==> src/rtl/spi_alu_slave_if.sv <==
// SPI pin bundle plus ALU result/status outputs of spi_alu_slave.
// The master modport is the board side (SPI master pins and result consumer).
`timescale 1ns/1ps
interface spi_alu_slave_if #(
  parameter int DATA_W = 8
);
  logic              sclk;
  logic              ss_n;
  logic              mosi;
  logic              miso;
  logic [DATA_W-1:0] result;
  logic              ovf;
  logic              done;
  logic              frame_err;

  modport slave (
    input  sclk, ss_n, mosi,
    output miso, result, ovf, done, frame_err
  );

  modport master (
    output sclk, ss_n, mosi,
    input  miso, result, ovf, done, frame_err
  );
endinterface

==> src/rtl/spi_alu_slave.sv <==
// SPI mode-0 slave: receives {reserved, opcode[2:0], data} frames and runs a saturating signed ALU.
// Results land 2 clk after the last sampled bit; the previous result is shifted out on miso.
`timescale 1ns/1ps
module spi_alu_slave #(
  parameter int DATA_W   = 8,
  parameter int SYNC_STG = 2
) (
  input  logic            clk,
  input  logic            n_rst,
  spi_alu_slave_if.slave  bus
);

  localparam int FRAME_W = DATA_W + 4;
  localparam int CNT_W   = $clog2(FRAME_W + 1);

  localparam logic [2:0] OP_ADD    = 3'b000;
  localparam logic [2:0] OP_SUB    = 3'b001;
  localparam logic [2:0] OP_AND    = 3'b010;
  localparam logic [2:0] OP_OR     = 3'b011;
  localparam logic [2:0] OP_LOAD_A = 3'b100;
  localparam logic [2:0] OP_NOP    = 3'b101;
  localparam logic [2:0] OP_LOAD_B = 3'b110;
  localparam logic [2:0] OP_CLEAR  = 3'b111;

  typedef enum logic [1:0] {
    IDLE  = 2'd0,
    SHIFT = 2'd1,
    EXEC  = 2'd2,
    WAIT  = 2'd3
  } state_t;

  // Synchronisers; ss_n idles high so its chain resets to 1 to avoid a false select
  logic [SYNC_STG-1:0] r_sclk_sync;
  logic [SYNC_STG-1:0] r_ss_sync;
  logic [SYNC_STG-1:0] r_mosi_sync;
  logic                r_sclk_d;
  logic                r_ss_d;

  always_ff @(posedge clk or negedge n_rst) begin
    if (!n_rst) begin
      r_sclk_sync <= '0;
      r_ss_sync   <= '1;
      r_mosi_sync <= '0;
      r_sclk_d    <= 1'b0;
      r_ss_d      <= 1'b1;
    end else begin
      r_sclk_sync <= {r_sclk_sync[SYNC_STG-2:0], bus.sclk};
      r_ss_sync   <= {r_ss_sync[SYNC_STG-2:0], bus.ss_n};
      r_mosi_sync <= {r_mosi_sync[SYNC_STG-2:0], bus.mosi};
      r_sclk_d    <= r_sclk_sync[SYNC_STG-1];
      r_ss_d      <= r_ss_sync[SYNC_STG-1];
    end
  end

  logic w_sclk;
  logic w_ss;
  logic w_mosi;
  logic w_rise;
  logic w_fall;
  logic w_ss_fall;

  assign w_sclk    = r_sclk_sync[SYNC_STG-1];
  assign w_ss      = r_ss_sync[SYNC_STG-1];
  assign w_mosi    = r_mosi_sync[SYNC_STG-1];
  assign w_rise    = w_sclk & ~r_sclk_d;
  assign w_fall    = ~w_sclk & r_sclk_d;
  assign w_ss_fall = ~w_ss & r_ss_d;

  state_t              r_state;
  logic [CNT_W-1:0]    r_cnt;
  logic [FRAME_W-1:0]  r_frame;
  logic [DATA_W-1:0]   r_shift_out;
  logic                r_miso;
  logic [DATA_W-1:0]   r_opa;
  logic [DATA_W-1:0]   r_opb;
  logic [DATA_W-1:0]   r_result;
  logic                r_ovf;
  logic                r_done;
  logic                r_frame_err;

  // First received bit sits at the MSB of the frame register
  logic              w_rsv;
  logic [2:0]        w_op;
  logic [DATA_W-1:0] w_data;

  assign w_rsv  = r_frame[FRAME_W-1];
  assign w_op   = r_frame[FRAME_W-2 -: 3];
  assign w_data = r_frame[DATA_W-1:0];

  // Returns {clamped, value}; overflow shows as disagreement of the two top bits
  function automatic logic [DATA_W:0] sat(input logic [DATA_W:0] v);
    if (v[DATA_W] != v[DATA_W-1])
      return {1'b1, v[DATA_W], {(DATA_W-1){~v[DATA_W]}}};
    else
      return {1'b0, v[DATA_W-1:0]};
  endfunction

  logic [DATA_W:0] w_sum;
  logic [DATA_W:0] w_diff;
  logic [DATA_W:0] w_sat_add;
  logic [DATA_W:0] w_sat_sub;
  logic            w_last_rise;

  assign w_sum       = {r_opa[DATA_W-1], r_opa} + {r_opb[DATA_W-1], r_opb};
  assign w_diff      = {r_opa[DATA_W-1], r_opa} - {r_opb[DATA_W-1], r_opb};
  assign w_sat_add   = sat(w_sum);
  assign w_sat_sub   = sat(w_diff);
  assign w_last_rise = w_rise && (r_cnt == CNT_W'(FRAME_W - 1));

  always_ff @(posedge clk or negedge n_rst) begin
    if (!n_rst) begin
      r_state     <= IDLE;
      r_cnt       <= '0;
      r_frame     <= '0;
      r_shift_out <= '0;
      r_miso      <= 1'b0;
      r_opa       <= '0;
      r_opb       <= '0;
      r_result    <= '0;
      r_ovf       <= 1'b0;
      r_done      <= 1'b0;
      r_frame_err <= 1'b0;
    end else begin
      r_done      <= 1'b0;
      r_frame_err <= 1'b0;
      case (r_state)
        IDLE: begin
          if (w_ss_fall) begin
            r_shift_out <= r_result;
            r_miso      <= r_result[DATA_W-1];
            r_cnt       <= '0;
            r_state     <= SHIFT;
          end
        end

        SHIFT: begin
          if (r_cnt == CNT_W'(FRAME_W)) begin
            r_state <= EXEC;
          end else if (w_ss && !w_last_rise) begin
            // Deselect before the last bit: drop the frame, keep operands and result
            r_frame_err <= 1'b1;
            r_miso      <= 1'b0;
            r_state     <= IDLE;
          end else begin
            if (w_rise) begin
              r_frame <= {r_frame[FRAME_W-2:0], w_mosi};
              r_cnt   <= r_cnt + 1'b1;
            end
            // Zeros fill in behind, so miso falls to 0 once DATA_W bits are out
            if (w_fall) begin
              r_shift_out <= {r_shift_out[DATA_W-2:0], 1'b0};
              r_miso      <= r_shift_out[DATA_W-2];
            end
          end
        end

        EXEC: begin
          r_miso  <= 1'b0;
          r_state <= WAIT;
          if (w_rsv) begin
            r_frame_err <= 1'b1;
          end else begin
            r_done <= 1'b1;
            case (w_op)
              OP_ADD: begin
                r_result <= w_sat_add[DATA_W-1:0];
                r_ovf    <= w_sat_add[DATA_W];
              end
              OP_SUB: begin
                r_result <= w_sat_sub[DATA_W-1:0];
                r_ovf    <= w_sat_sub[DATA_W];
              end
              OP_AND: begin
                r_result <= r_opa & r_opb;
                r_ovf    <= 1'b0;
              end
              OP_OR: begin
                r_result <= r_opa | r_opb;
                r_ovf    <= 1'b0;
              end
              OP_LOAD_A: r_opa <= w_data;
              OP_LOAD_B: r_opb <= w_data;
              OP_CLEAR: begin
                r_opa    <= '0;
                r_opb    <= '0;
                r_result <= '0;
                r_ovf    <= 1'b0;
              end
              default: ; // NOP/READ: frame only clocks out the old result
            endcase
          end
        end

        WAIT: begin
          // Level test: a deselect coincident with the last bit was already seen
          r_miso <= 1'b0;
          if (w_ss)
            r_state <= IDLE;
        end

        default: r_state <= IDLE;
      endcase
    end
  end

  assign bus.miso      = r_miso;
  assign bus.result    = r_result;
  assign bus.ovf       = r_ovf;
  assign bus.done      = r_done;
  assign bus.frame_err = r_frame_err;

endmodule
==> src/flat_wrapper.sv <==
// flat-port wrapper written by rule: the top's interface ports become plain ports
module spi_alu_slave_flat 
#(
  parameter int DATA_W   = 8,
  parameter int SYNC_STG = 2
)
  (clk, n_rst, bus_sclk, bus_ss_n, bus_mosi, bus_miso, bus_result, bus_ovf, bus_done, bus_frame_err);
  spi_alu_slave_if #(.DATA_W(DATA_W)) bus_i ();
  input  logic clk;
  input  logic n_rst;
  input wire logic [$bits(bus_i.sclk)-1:0] bus_sclk;
  input wire logic [$bits(bus_i.ss_n)-1:0] bus_ss_n;
  input wire logic [$bits(bus_i.mosi)-1:0] bus_mosi;
  output wire logic [$bits(bus_i.miso)-1:0] bus_miso;
  output wire logic [$bits(bus_i.result)-1:0] bus_result;
  output wire logic [$bits(bus_i.ovf)-1:0] bus_ovf;
  output wire logic [$bits(bus_i.done)-1:0] bus_done;
  output wire logic [$bits(bus_i.frame_err)-1:0] bus_frame_err;
  assign bus_i.sclk = bus_sclk;
  assign bus_i.ss_n = bus_ss_n;
  assign bus_i.mosi = bus_mosi;
  assign bus_miso = bus_i.miso;
  assign bus_result = bus_i.result;
  assign bus_ovf = bus_i.ovf;
  assign bus_done = bus_i.done;
  assign bus_frame_err = bus_i.frame_err;
  spi_alu_slave #(.DATA_W(DATA_W), .SYNC_STG(SYNC_STG)) u_core (.clk(clk), .n_rst(n_rst), .bus(bus_i));
endmodule
==> config.mk <==
export PLATFORM = sky130hd
export DESIGN_NAME = spi_alu_slave_flat
export DESIGN_NICKNAME = d
export VERILOG_FILES = /design/src/rtl/spi_alu_slave_if.sv /design/src/rtl/spi_alu_slave.sv /design/src/flat_wrapper.sv
export SDC_FILE = /design/constraint.sdc
export NUM_CORES = 1
export LEC_CHECK = 0
export CAP_MARGIN = 20
export CELL_PAD_IN_SITES_DETAIL_PLACEMENT = 1
export CELL_PAD_IN_SITES_GLOBAL_PLACEMENT = 2
export CORE_ASPECT_RATIO = 1.1
export CORE_MARGIN = 2
export CORE_UTILIZATION = 41
export CTS_BUF_LIST = sky130_fd_sc_hd__clkbuf_16
export DETAILED_ROUTE_END_ITERATION = 10
export DONT_BUFFER_PORTS = 1
export GPL_ROUTABILITY_DRIVEN = 0
export PLACE_DENSITY_LB_ADDON = 0.3
export SETUP_SLACK_MARGIN = 0.02
export SYNTH_ARGS = -nofsm -noshare
export SYNTH_HDL_FRONTEND = slang
export SYNTH_SLANG_ARGS = --single-unit
==> constraint.sdc <==
create_clock -name clk -period 3.6 [get_ports clk]
set_input_delay 0.72 -clock clk [delete_from_list [all_inputs] [get_ports clk]]
set_output_delay 0.72 -clock clk [all_outputs]
set_load 0.01 [all_outputs]
==> impl_metrics.yaml, run 1 <==
timing:
  fin_crit_ns: 2.98
  slew_viol_final: 0
  max_slew.worst_pin.slew_ns: 0.659
  fmax_mhz: 335
  tns_ns: 0
  relSlewSlack_pct: 56.1
  setup_violations: 0
  rsz0062_at_grt: "false"
  timing.final.hold_violations: 0
  fin_skew_ns: 0.0110
  period_share_pct: 82.8
  timing.final.ws_setup_ns: 0.619
route:
  drt-initial-drc-count: 92
  wl_um: 9190
  vias: 2951
  wl_per_cell_um: 17.3
  via_per_inst: 5.55
  drc: 0
  ant_nets: 0
  firstDrtPassIters: 4
finish:
  drive_gt1_share_pct: 10.0
  syn_to_final_growth_pct: 10.6
  diodes: 0
  fillers: 1035
  layout.nets: 451
  final_util_pct: 46.9
  final_cell_area_um2: 4180
grt:
  grt_use_total_pct: 19.8
  antenna_found_initial: 0
  grt_pass1_vias: 3058
  overflow: 0
  grt_max_degree: 62
  grt_pass1_wl_um: 15400
floorplan:
  rows: 36
  dieArea_um2: 10000
  io_pins: 17
  die_w_um: 95.5
  die_h_um: 105
  core_um2: 8920
  initial_utilization_pct: 42.4
clock_network:
  cts_buffers: 9
  cts_tree: "done"
  ctsHoldBuffers: 0
  h-tree-depth: 3
  cts_setup_buffers: 0
  clk_latency_ns: 0.34
  ctsLongestPathBuffers: 2
  clk_pin_slew_worst_paths_ns: 0.06
  post_cts_resized: 0
  clk_root_buffer_cell: "clkbuf_16"
  clkSinkCount: 61
logic_synthesis:
  synth_xor_area_share_pct: 3.01
  syn_area_um2: 3780
  synthFlopType: "dfrtp_1"
  ys_ff_latch: 61
  avgSynthCellArea_um2: 9.19
  syn_nets: 449
  synth_top_family_by_area: "compound AO/OA/AOI/OAI gates"
  synth.distinct_cells: 57
  synth_edf_count: 0
  synth_cells: 411
  synth_top_area_share_pct: 38.4
  synth_top_area_cell: "dfrtp_1"
  async_flop_share_pct: 100
  synth-compound-area-share_pct: 19.7
  synth_area_leaders: "dfrtp_1, ha_1, o21ai_0"
  ys_seq_area_share_pct: 40.5
  synthSimpleGateAreaFrac_pct: 15.8
  synth_mux_area_share_pct: 5.13
  yosysWarnings: 0
  synth_fa_ha_area_share_pct: 11.6
power:
  ir_worst_vdd_mv: 0.271
  powerDensity_nw_per_um2: 445
  p_total_w: 0.00186
  p_leak_nw: 1.81
worst_setup_path:
  cp_max_fo: 6
  reg2regPathDepth: 9
  r2r-end: "u_core.bus.result[2]"
  end_kind: "register"
  crit_chain: "ha_1 > fa_1 > a21oi_1 > o2111ai_1 > a21boi_0 > nor2_1 > xnor2_1 > a211oi_1 > a311oi_1"
  cp.arrival_ns: 3.21
  cp-start-kind: "register"
  endpoint: "u_core.bus.result[2]"
  critPathKind: "reg2reg"
  required_ns: 3.83
  slowest_stage: "fa_1"
  reg2reg_from: "u_core.r_opb[0]"
  cp-startpoint: "u_core.r_opb[0]"
  slowest_delay_ns: 0.47
  ff2ff_setup_slack_ns: 0.62
status:
  status: "finished, final reports clean"
job:
  maxCapViolCount: 0
hold_path:
  min_path_type: "in2async"
place:
  place_hpwl_um: 7040
  dp_slack_ns: 0.621
  port_buffers: 0
  placed_area_um2: 3900
synthesized netlist by cell type, types with 2 or more instances:
cell type  count
nor2_1        26
nand2_1       57
nand4_1        4
a211oi_1       7
a21oi_2        2
nand2b_1      13
mux2i_1        7
mux2_2        11
o211a_1        3
xnor2_1       11
dfrtp_1       58
o21bai_1       3
o21ai_0       45
o22a_1         2
and2_1         2
o211ai_1       2
dfstp_2        3
o21a_1         2
ha_1          31
inv_1         28
a21oi_1       20
a21o_1         2
xor2_1         2
o21ai_1        2
nor2b_1        7
o31ai_1        4
nor3_1         6
buf_2          3
a221o_1        2
fa_1           2
clkbuf_1      10
nand3_1        8
a2111oi_0      2
through the flow:
stage | hold slack [ns] | cells
after floorplan | 0.331 | 411
after global placement | 0.336 | 516
after detailed placement | 0.340 | 516
after CTS | 0.0683 | 532
after global routing | 0.0713 | 532
final | 0.0798 | 532
layout by cell type, fill, tap and decap left out, drive strengths merged, types with 3 or more instances in the layout:
| cell type | count |
|---|---|
| o21ai | 47 |
| buf | 5 |
| mux2 | 11 |
| nand2b | 13 |
| nor2 | 27 |
| and2 | 3 |
| nor2b | 7 |
| xnor2 | 11 |
| a211oi | 7 |
| clkinv | 6 |
| ha | 31 |
| o211a | 3 |
| dfstp | 3 |
| nand4 | 4 |
| dfrtp | 58 |
| a21oi | 22 |
| o21bai | 3 |
| o31ai | 4 |
| nor3 | 6 |
| nand3 | 8 |
| mux2i | 7 |
| nand2 | 57 |
| inv | 28 |
| clkbuf | 9 |
how the worst min path moves through the flow:
stage / endpoint
after floorplan: u_core.r_mosi_sync[1]
after global placement: u_core.r_mosi_sync[1]
after detailed placement: u_core.r_mosi_sync[1]
after CTS: u_core.r_shift_out[6]
after global routing: u_core.bus.miso
final: u_core.r_state[0]
worst max-delay path, delay by kind of cell, from the launching register on:
family / cells / cell delay (ns)
xor+xnor: 1 / 0.40
simple gates: 1 / 0.11
compound gates: 5 / 1.24
flops: 1 / 0.41
fa+ha+maj: 2 / 0.73
logic make-up (layout without fill, tap and decap cells):
logic type	after synthesis	count (layout)
buffers and inverters	42	49
muxes	18	18
AOI/OAI and AO/OA	113	113
xor gates and xnor gates	13	13
DFF	61	61
adders and majority gates	34	34
and+or+nand+nor	130	130
sequential cells by signal, indices dropped and copies added, names as in the netlist, 4 cells and up, named ones only:
signal	count
u_core.r_opb	8
u_core.r_opa	8
u_core.bus.result	8
u_core.r_shift_out	7
u_core.r_cnt	4
u_core.r_frame	12
routing by layer:
layer | vias up | share of wire, % | track usage [%] | wire length [um]
met1 | 1457 | 46 | 25.3 | 4220
li1 | 1434 | - | - | -
met5 | - | 0 | 0 | 0
met4 | 0 | 1.9 | 8.37 | 177
met2 | 46 | 49 | 32.6 | 4530
met3 | 14 | 2.9 | 3.39 | 269
layout make-up:
cell class	instances	area (um2)	share of cell area (%)
Timing Repair Buffer	5	37.5	0.898
Inverter	28	105	2.51
Clock inverter	7	52.6	1.26
Clock buffer	9	225	5.39
Tap cell	114	143	3.41
Sequential cell	61	1530	36.6
Multi-Input combinational cell	308	2090	49.9
power breakdown:
group          total (W)  switching (W)  internal (W)
registers       0.000799      0.0000513      0.000748
logic           0.000268       0.000156      0.000112
clock network   0.000793       0.000326      0.000467
total            0.00186       0.000533       0.00133
Power figures use the tool's default switching activity.
==> run 2, diff against run 1 <==
--- a/config.mk
+++ b/config.mk
@@ -10,7 +10,7 @@
 export CELL_PAD_IN_SITES_GLOBAL_PLACEMENT = 2
 export CORE_ASPECT_RATIO = 1.1
 export CORE_MARGIN = 2
-export CORE_UTILIZATION = 41
+export CORE_UTILIZATION = 37
 export CTS_BUF_LIST = sky130_fd_sc_hd__clkbuf_16
 export DETAILED_ROUTE_END_ITERATION = 10
 export DONT_BUFFER_PORTS = 1
==> constraint.sdc (replaced) <==
create_clock -name clk -period 2.6 [get_ports clk]
set_input_delay 0.52 -clock clk [delete_from_list [all_inputs] [get_ports clk]]
set_output_delay 0.52 -clock clk [all_outputs]
set_load 0.01 [all_outputs]
==> run 2 against run 1 <==
Combinational power rose by 51%; worst hold slack got worse by 0.049 ns; largest cell class unchanged; critical path type unchanged; largest power group is now clock; global-route usage fell by 0.66 points; critical endpoint is now u_core.bus.result[7]; via count rose by 3.0%; sequential cell count did not move; sequential power rose by 39%.
==> impl_metrics.yaml, run 2 (synthesis results as in run 1) <==
finish:
  layout.nets: 477
  mostFrequentLayoutCell: "nand2_1"
  final_cell_mix: "nand2_1, dfrtp_1, o21ai_0"
  final_cell_count_no_fill: 564
  regMostFlops: "u_core.r_frame"
  drive_gt1_share_pct: 21.4
  largest_reg_flops: 12
  syn_to_final_growth_pct: 21.3
  diodes: 0
  fillers: 1136
worst_setup_path:
  cp_max_fo: 3
  critPathKind: "reg2reg"
  cp.arrival_ns: 2.77
  end_kind: "register"
  required_ns: 2.80
  cp-start-kind: "register"
floorplan:
  rows: 38
  dieArea_um2: 11000
  initial_utilization_pct: 38.2
  die_h_um: 110
  core_um2: 9890
  die_w_um: 100
  io_pins: 17
route:
  drt-initial-drc-count: 109
  via_per_inst: 5.39
  vias: 3040
  wl_um: 10100
  firstDrtPassIters: 4
  ant_nets: 0
  wl_per_cell_um: 17.8
  drc: 0
grt:
  grt_pass1_wl_um: 16200
  overflow: 0
  antenna_found_initial: 0
  grt_pass1_vias: 3142
  grt_max_degree: 59
  grt_use_total_pct: 19.2
clock_network:
  clk_latency_ns: 0.33
  clk_root_buffer_cell: "clkbuf_16"
  clk_pin_slew_worst_paths_ns: 0.05
  ctsLongestPathBuffers: 2
  cts_tree: "done"
  clkSinkCount: 61
  cts_buffers: 9
  h-tree-depth: 3
job:
  maxCapViolCount: 0
place:
  place_hpwl_um: 7220
  dp.cells: 535
  port_buffers: 0
timing:
  setup_violations: 0
  whs_ns: 0.0304
  slew_viol_final: 0
  timing.final.hold_violations: 0
  relSlewSlack_pct: 60.5
  fmax_mhz: 389
  fin_skew_ns: 0.00546
  fin_crit_ns: 2.57
  max_slew.worst_pin.slew_ns: 0.590
  rsz0062_at_grt: "true"
  period_share_pct: 98.8
power:
  powerDensity_nw_per_um2: 578
  ir_worst_vdd_mv: 0.288
  p_leak_nw: 1.99
hold_path:
  min_path_type: "in2async"
status:
  status: "finished, final reports clean"
[run 2: changes by cell type in the layout (fill, tap and decap cells not counted), sizes merged]
cell | previous run | this run
clkinv | 6 | 3
buf | 5 | 31
inv | 28 | 30
bufinv | 0 | 1
[run 2: final timing paths]
| kind | slack, ns | end | depth (start not counted) | from |
|---|---|---|---|---|
| max reg2reg | 0.03 | u_core.bus.result[7] | 12 | u_core.r_opb[0] |
| min reg2reg | 0.35 | u_core.r_mosi_sync[1] | 0 | u_core.r_mosi_sync[0] |
| min in group clk | 0.18 | u_core.r_ss_sync[0] | 0 | bus_ss_n |
| min | 0.03 | u_core.r_ss_sync[1] | 0 | n_rst |
| max in group asynchronous | 2.27 | u_core.r_opb[1] | 1 | n_rst |
| max | 0.03 | u_core.bus.result[7] | 12 | u_core.r_opb[0] |
[run 2: final cells by class]
type / instances / area [um2] / share of cell area [%]
clock buffers: 9 / 225 / 4.91
clock inverters: 7 / 58.8 / 1.28
inverters: 28 / 105 / 2.29
multi-input cells: 308 / 2260 / 49.3
flip-flops and latches: 61 / 1530 / 33.4
well taps: 120 / 150 / 3.28
repair buffers: 31 / 253 / 5.51
[run 2: where the power goes]
part	internal [W]	switching, W
clock network	0.000726	0.000409
logic	0.000165	0.000239
registers	0.00104	0.0000742
total	0.00193	0.000722
[run 2: worst max-delay path, stage by stage, from the launching register on]
cell	delay, ns
dfrtp_1	0.39
buf_4	0.15
ha_2	0.20
fa_2	0.40
nor2_4	0.10
o311a_1	0.17
o211ai_1	0.16
buf_4	0.18
buf_4	0.12
buf_4	0.12
o22a_1	0.21
o22ai_2	0.16
o31ai_1	0.08
[run 2: per-stage QoR]
step	setup slack, ns	setup TNS [ns]	cell area [um2]	utilization [%]	power (W)
after floorplan	0.0436	0	3800	-	0.00139
after global placement	0.0421	0	4030	40.7	0.00150
after detailed placement	-0.0807	-0.218	4030	40.7	0.00151
after CTS	0.0217	0	4400	44.5	0.00269
after global routing	-0.0623	-0.215	4580	46.3	0.00280
final	0.0304	0	4580	46.3	0.00265
[run 2: metal layers]
layer	share of wire, %	up-vias	global-route usage (%)
li1	-	1484	-
met1	45	1504	24.2
met2	51	38	32.5
met3	2.3	14	3.15
met4	1.9	0	8.12
met5	0	-	0
[run 2: timing repair]
action / CTS / global route
hold endpoints to repair: 58 / 0
setup endpoints to repair: 8 / 8
pin swaps: 2 / 13
resized for setup: 8 / 26
hold buffers: 1 / 0
setup buffers: 4 / 8
==> run 3, diff against run 2 <==
--- a/config.mk
+++ b/config.mk
@@ -5,7 +5,6 @@
 export SDC_FILE = /design/constraint.sdc
 export NUM_CORES = 1
 export LEC_CHECK = 0
-export CAP_MARGIN = 20
 export CELL_PAD_IN_SITES_DETAIL_PLACEMENT = 1
 export CELL_PAD_IN_SITES_GLOBAL_PLACEMENT = 2
 export CORE_ASPECT_RATIO = 1.1
==> results of run 3 <==
No change in the layout: final DEF, timing and power equal those of run 2.
